===== src/rtl/c432_irq_sequencer.sv =====
// rtl/c432_irq_sequencer.sv - 27-channel banked interrupt request sequencer with valid/ready offer
module c432_irq_sequencer #(
    parameter int NCH     = 9,
    parameter int TIMEOUT = 255
) (
    input  logic               clk,
    input  logic               rst,
    input  logic [NCH-1:0]     req_a,
    input  logic [NCH-1:0]     req_b,
    input  logic [NCH-1:0]     req_c,
    input  logic               mask_we,
    input  logic [3*NCH-1:0]   mask_wdata,
    input  logic               irq_ready,
    output logic               irq_valid,
    output logic [1:0]         irq_bank,
    output logic [3:0]         irq_chan,
    output logic [3*NCH-1:0]   pending,
    output logic [3*NCH-1:0]   mask,
    output logic               busy,
    output logic               timeout_err
);

    localparam int NB = 3 * NCH;
    // Counter value on the last OFFER cycle before auto-mask; unused when TIMEOUT is 0.
    localparam logic [7:0] LP_TO_LAST = (TIMEOUT == 0) ? 8'd0 : 8'(TIMEOUT - 1);

    typedef enum logic {
        S_IDLE  = 1'b0,
        S_OFFER = 1'b1
    } state_t;

    state_t          r_state;
    logic            r_valid;
    logic [1:0]      r_bank;
    logic [3:0]      r_chan;
    logic [NB-1:0]   r_grant;
    logic [7:0]      r_cnt;
    logic [NB-1:0]   r_pending;
    logic [NB-1:0]   r_mask;
    logic            r_err;

    state_t          w_state_nxt;
    logic            w_valid_nxt;
    logic [1:0]      w_bank_nxt;
    logic [3:0]      w_chan_nxt;
    logic [NB-1:0]   w_grant_nxt;
    logic [7:0]      w_cnt_nxt;
    logic [NB-1:0]   w_pending_nxt;
    logic [NB-1:0]   w_mask_nxt;
    logic            w_err_nxt;
    logic [NB-1:0]   w_clr;
    logic [NB-1:0]   w_automask;
    logic [NB-1:0]   w_req;
    logic [NB-1:0]   w_elig;
    logic            w_found;
    logic [1:0]      w_bank;
    logic [3:0]      w_chan;
    logic [NB-1:0]   w_grant;

    assign w_req  = {req_c, req_b, req_a};
    assign w_elig = r_pending & ~r_mask;

    // Priority winner: scan from lowest priority upward so the last hit is bank A, lowest channel.
    always_comb begin
        w_found = 1'b0;
        w_bank  = 2'd0;
        w_chan  = 4'd0;
        w_grant = '0;
        for (int b = 2; b >= 0; b--) begin
            for (int i = NCH - 1; i >= 0; i--) begin
                if (w_elig[b*NCH + i]) begin
                    w_found              = 1'b1;
                    w_bank               = 2'(b);
                    w_chan               = 4'(i);
                    w_grant              = '0;
                    w_grant[b*NCH + i]   = 1'b1;
                end
            end
        end
    end

    // Next-state and datapath updates; the offer registers only load on IDLE->OFFER so they stay frozen.
    always_comb begin
        w_state_nxt = r_state;
        w_valid_nxt = r_valid;
        w_bank_nxt  = r_bank;
        w_chan_nxt  = r_chan;
        w_grant_nxt = r_grant;
        w_cnt_nxt   = r_cnt;
        w_err_nxt   = r_err;
        w_clr       = '0;
        w_automask  = '0;
        case (r_state)
            S_IDLE: begin
                if (w_found) begin
                    w_state_nxt = S_OFFER;
                    w_valid_nxt = 1'b1;
                    w_bank_nxt  = w_bank;
                    w_chan_nxt  = w_chan;
                    w_grant_nxt = w_grant;
                    w_cnt_nxt   = 8'd0;
                end
            end
            S_OFFER: begin
                if (r_valid && irq_ready) begin
                    w_clr       = r_grant;
                    w_state_nxt = S_IDLE;
                    w_valid_nxt = 1'b0;
                end else if ((TIMEOUT != 0) && (r_cnt == LP_TO_LAST)) begin
                    w_automask  = r_grant;
                    w_err_nxt   = 1'b1;
                    w_state_nxt = S_IDLE;
                    w_valid_nxt = 1'b0;
                end else begin
                    w_cnt_nxt   = r_cnt + 8'd1;
                end
            end
            default: begin
                w_state_nxt = S_IDLE;
                w_valid_nxt = 1'b0;
            end
        endcase
        // A request arriving in the same cycle as its clear must survive.
        w_pending_nxt = (r_pending & ~w_clr) | w_req;
        // Auto-mask is merged into a concurrent software write rather than lost.
        w_mask_nxt    = (mask_we ? mask_wdata : r_mask) | w_automask;
    end

    // State register with synchronous active-high reset.
    always_ff @(posedge clk) begin
        if (rst) begin
            r_state   <= S_IDLE;
            r_valid   <= 1'b0;
            r_bank    <= 2'd0;
            r_chan    <= 4'd0;
            r_grant   <= '0;
            r_cnt     <= 8'd0;
            r_pending <= '0;
            r_mask    <= '0;
            r_err     <= 1'b0;
        end else begin
            r_state   <= w_state_nxt;
            r_valid   <= w_valid_nxt;
            r_bank    <= w_bank_nxt;
            r_chan    <= w_chan_nxt;
            r_grant   <= w_grant_nxt;
            r_cnt     <= w_cnt_nxt;
            r_pending <= w_pending_nxt;
            r_mask    <= w_mask_nxt;
            r_err     <= w_err_nxt;
        end
    end

    assign irq_valid   = r_valid;
    assign irq_bank    = r_bank;
    assign irq_chan    = r_chan;
    assign pending     = r_pending;
    assign mask        = r_mask;
    assign busy        = (r_state != S_IDLE);
    assign timeout_err = r_err;

endmodule

===== config.mk =====
export PLATFORM = sky130hd
export DESIGN_NAME = c432_irq_sequencer
export DESIGN_NICKNAME = d
export VERILOG_FILES = /design/src/rtl/c432_irq_sequencer.sv
export SDC_FILE = /design/constraint.sdc
export NUM_CORES = 1
export LEC_CHECK = 0
export BUFFER_PORTS_ARGS = -buffer_cell sky130_fd_sc_hd__buf_2
export CORE_UTILIZATION = 52
export DETAILED_ROUTE_END_ITERATION = 8
export PLACE_DENSITY = 0.8
export SETUP_SLACK_MARGIN = 0.5
export SKIP_LAST_GASP = 1
export SLEW_MARGIN = 10
export SYNTH_ARGS = -nofsm -noshare
export SYNTH_HDL_FRONTEND = slang
export SYNTH_SLANG_ARGS = --single-unit
export TNS_END_PERCENT = 1

===== constraint.sdc =====
create_clock -name clk -period 3.1 [get_ports clk]
set_input_delay 0.31 -clock clk [delete_from_list [all_inputs] [get_ports clk]]
set_output_delay 0.31 -clock clk [all_outputs]
set_load 0.005 [all_outputs]

# [Word level (Yosys, flattened, before mapping)]
# Index checks and enable logic that the tools add are counted.
[op_classes] n_addsub=1 muxes=126 n_bitwise=8 n_eq_ne=5 n_reduce_logical=5
[ops] op="$mux W27" n=33
[ops] op="$mux W4" n=27
[ops] op="$and A27 B27 Y27" n=2
[ops] op="$mux W2" n=27
[ops] op="$not A27 Y27" n=2
[ops] op="$or A27 B27 Y27" n=2
[ops] op="$mux W1" n=33
[ops] op="$mux W8" n=3
[ops] op="$pmux W8 S2" n=1
[ops] op="$add A8 B1 Y8 const B" n=1
[ops] op="$eq A8 B8 Y1 const B" n=1
[ops] op="$ne A2 B2 Y1 const B" n=3
[ops] op="$reduce_and A3 Y1" n=2
[ops] op="$pmux W1 S2" n=2
[ops] op="$reduce_and A2 Y1" n=2
[ops] op="$ne A3 B1 Y1 const B" n=1
[ops] op="$not A1 Y1" n=2
[ops] op="$logic_and A1 B1 Y1" n=1
[word_totals] reg_bits=98 output_inout_bits=63 input_bits=58 wordCells=154

# [Logic depth before layout (Yosys ltp)]
[depth] depth_word=31 depth_mapped=9 ltp_nobuf=8

# [Least setup slack after synthesis]
# Ideal clock, no wire load.
[synth_path] path_kind="reg2reg" from="reg r_mask[20], in the netlist mask[20]" to="reg r_grant[0]" path_slack_ns=0.745 t_arrival_ns=2.228 setup_time_ns=0.128 path_stages_with_launch=9 t_required_ns=2.972 n_path_buf=2 synth_period_minus_slack_ns=2.355 cell_sequence="dfxtp_1 and2b_4 or4_4 or3_4 o31ai_4 buf_6 buf_6 mux2i_1 nor2_1"
[synth_via] elab_chain_len=24 word_cells_on_any_way=45 cone_classes="mux: 42; bitwise: 2; reduce/logical: 1"
[synth_rtl] item="start: declaration" line="39" text="logic [NB-1:0] r_mask;"
[synth_rtl] item="start signal: assignment" line="149" text="r_mask <= w_mask_nxt;"
[synth_rtl] item="$not A27 Y27 (*)" line="61" text="assign w_elig = r_pending & ~r_mask;"
[synth_rtl] item="$and A27 B27 Y27 (*)" line="61"
[synth_rtl] item="$mux W1 (21 in series)" line="71" text="if (w_elig[b*NCH + i]) begin"
[synth_rtl] item="$reduce_and A2 Y1 (no line)"
[synth_rtl] item="end signal: assignment" line="146" text="r_grant <= w_grant_nxt;"
[synth_rtl] item="end: declaration" line="36" text="logic [NB-1:0] r_grant;"
# Every way passes the cells marked *; elsewhere a longest branch is shown, timed or not.
# A chain may end at the register's enable or synchronous reset.

# [Worst setup path after layout]
[layout_path] from="reg r_pending[19], in the netlist pending[19]" to="reg r_cnt[6]"
[layout_via] elab_chain_len=23
[layout_rtl] item="start: declaration" line="38" text="logic [NB-1:0] r_pending;"
[layout_rtl] item="start signal: assignment" line="148" text="r_pending <= w_pending_nxt;"
[layout_rtl] item="$and A27 B27 Y27" line="61"
[layout_rtl] item="$mux W1 (20 in series)" line="71"
[layout_rtl] item="$ne A2 B2 Y1 (no line)"
[layout_rtl] item="$reduce_and A3 Y1 (no line)"
[layout_rtl] item="end signal: assignment" line="147" text="r_cnt <= w_cnt_nxt;"
[layout_rtl] item="end: declaration" line="37" text="logic [7:0] r_cnt;"
# Every way passes these cells.

==> metrics.txt <==
final period utilization=between 70 and 80%; Die X-Extent=93.1 um; via count=4,075; Reg clk slew, reported paths=around 100 ps; first-pass GRT wire length=approximately 18,000 um; CTS tree=built; vias per cell=5.58; DR pass1 iterations=6; Crit path max-delay family=simple AND/OR/NAND/NOR gates; fin. max-slew vios=0; antenna violations before repair=0; Synth warnings=0; clock root buffer=clkbuf_8; Final setup viols=0; # diodes=0; Synth Cell Area=4320 um2; Max clock buf depth=2; Post-DRT Antenna Nets=0; Area Growth Syn to Fin=20.7%; max cap viols=0; total CTS buffers=9; GR Util All Layers=26.4%; Total Nets Final=683; cell row count=32; CTS Sinks=98; Seq/Total Area, Yosys=45.4%; Routed WL=around 11,000 um; Reg2Reg Depth=7; pre-CTS setup slack=approximately 480 ps; final setup margin=626 ps; status=finished clean; Max FO, Critical Path=30; number of cells on the critical path=7; Skew-Pair Late Insertion Delay=370 ps; core area=slightly below 8000 um2; crit-path cells=nor2b_1, or4_4, or3_4, o31ai_4, buf_6, nand2b_1, a21oi_1; Slew headroom=between 40% and 50%; Overflow after GRT=0; CP Class=register to register; drt initial violations=227; minimum clock period=2470 ps; Mapped Cells=508; critical path's slowest cell=or4_4; CP arrival=2780 ps; H-Tree Depth=3; Die Area=8670 um2; Mean Syn Cell Area=8.50 um2; die height=93.1 um; startpoint type of the worst setup path=register; kind of end point of the critical path=register; Yosys reg bits=about 100; Non-Filler Instances=730; peak supply drop=0.305 mV; Netlist cell types=46; largest net degree at the start of global routing=50; layout cells sized above 1=24.8%; final hold violation count=0; Setup TNS=0 ps; vias in the first global route=3,796; Buf/Inv on CP=1; pwr dens=between 500 and 600 nW/um2; wire per inst=roughly 15 um; dpl hpwl=roughly 8100 um; Worst Tran Pin Value=878 ps; Syn Nets=568; Max stage delay on crit path=around 570 ps; io pins=121; Crit path required time=3410 ps; placed instance count=714; DR DRC count=0; post-CTS setup buffers=0; Post-Route Utilization=66.1%; GPL Wtd Cong=0.843; Hold Path Cell Cnt=3; Final Skew=about 14 ps; worst min path class=input port to register; RSZ-0062 raised after global routing=no; Initial Utilization=54.7%; IO Port Bufs=120; leakage power=roughly 2.2 nW; maximum clock rate=404 MHz
worst paths after layout:
check                                start               endpoint  slack (ps)
setup / recovery    pending[19]$_SDFF_PP0_  r_cnt[6]$_SDFFE_PP0P_         630
hold / removal                    req_a[6]  pending[6]$_SDFF_PP0_         130
setup reg to reg    pending[19]$_SDFF_PP0_  r_cnt[6]$_SDFFE_PP0P_         630
hold reg to reg   r_grant[22]$_SDFFE_PP0P_    mask[22]$_SDFF_PP0_         480
report_power, final:
| group | leakage (nW) | internal, mW | switching [mW] | total, mW |
|---|---|---|---|---|
| clock network | 0.105 | 0.453 | 0.451 | 0.903 |
| registers | 0.806 | 1.32 | 0.0489 | 1.37 |
| logic | 1.30 | 0.168 | 0.212 | 0.379 |
| total | 2.21 | 1.94 | 0.711 | 2.65 |
worst min-delay path, cell delays in order:
cell and delay [ps]:
buf_2 80, a21oi_1 30, nor2_1 60
area by class of cell:
cell class              count  area [um2]
multi-input cells         384        2240
flip-flops and latches     98        1960
repair buffers            127         657
fillers                   681        2680
well taps                 102         128
clock buffers               9         124
inverters                   3        11.3
clock inverters             7        93.8
cells in the final DEF, fill, tap and decap left out, types with 3 or more instances in the layout:
cell,count
nand4_1,4
buf_4,6
nand2b_1,16
a32o_1,10
or3_1,5
clkbuf_8,9
nand3b_1,8
dfxtp_1,98
o41ai_1,5
buf_2,120
nor2b_1,25
nor2_1,59
mux2i_1,29
nor3_1,4
inv_1,3
a21oi_1,70
xor2_1,3
nand2_1,79
nor4_1,10
nand3_1,8
a22o_1,6
o21ai_0,11
Yosys cell counts, drive strengths merged:
master | count | area share [%]
o31ai | 3 | 0.84
o311a | 1 | 0.23
nand4 | 4 | 0.58
a32o | 10 | 2.3
buf | 7 | 1.5
and3 | 2 | 0.29
nor4 | 11 | 1.6
dfxtp | 98 | 45
nor4b | 1 | 0.20
nor2 | 60 | 5.2
or3 | 6 | 0.99
mux2i | 29 | 6.7
nand2 | 79 | 6.9
inv | 3 | 0.26
nor3b | 1 | 0.17
o41ai | 5 | 1.0
xor2 | 3 | 0.61
nand3 | 10 | 1.3
nor3 | 4 | 0.46
o2bb2ai | 1 | 0.20
o2111ai | 2 | 0.41
or4 | 4 | 0.87
ha | 2 | 0.58
nand3b | 8 | 1.4
nor2b | 26 | 3.9
and2b | 2 | 0.41
nand2b | 16 | 2.3
clkbuf | 16 | 1.4
or2 | 1 | 0.14
o211a | 1 | 0.23
a21oi | 71 | 8.3
a22o | 6 | 1.2
o211ai | 1 | 0.17
o21ai | 11 | 1.3
a21o | 1 | 0.17
xnor2 | 2 | 0.41
what timing repair did:
item | in CTS | in global routing
setup endpoints to repair | 17 | 24
hold buffers | 0 | 0
pin swaps | 0 | 0
resized for setup | 1 | 3
layer usage:
metal	GRT usage [%]	vias up	share of wire, %
li1	-	2020	-
met1	33.8	1922	44
met2	44.8	118	49
met3	4.88	15	5.3
met4	8.59	0	1.3
met5	0	-	0
flip-flops by register name, indices dropped and copies added (netlist names):
name and cells:
irq_valid 1, irq_chan 4, mask 27, r_cnt 8, irq_bank 2, busy 1, r_grant 27, pending 27
timeout_err 1
cells by family after synthesis:
logic type,share of synthesized area [%]
simple gates,26.7
flops,45.4
xor+xnor,1.01
mux,6.72
buf+inv,3.13
fa+ha+maj,0.579
compound gates,16.4
through the flow:
step | power, mW | instance area, um2 | hold slack [ps]
final | 2.65 | 5210 | 135
after global routing | 2.76 | 5210 | 136
after global placement | 1.76 | 4980 | 451
after CTS | 2.66 | 5200 | 128
after floorplan | 1.62 | 4320 | 427
after detailed placement | 1.77 | 4980 | 457
No activity file was read; power rests on OpenSTA's default activity.
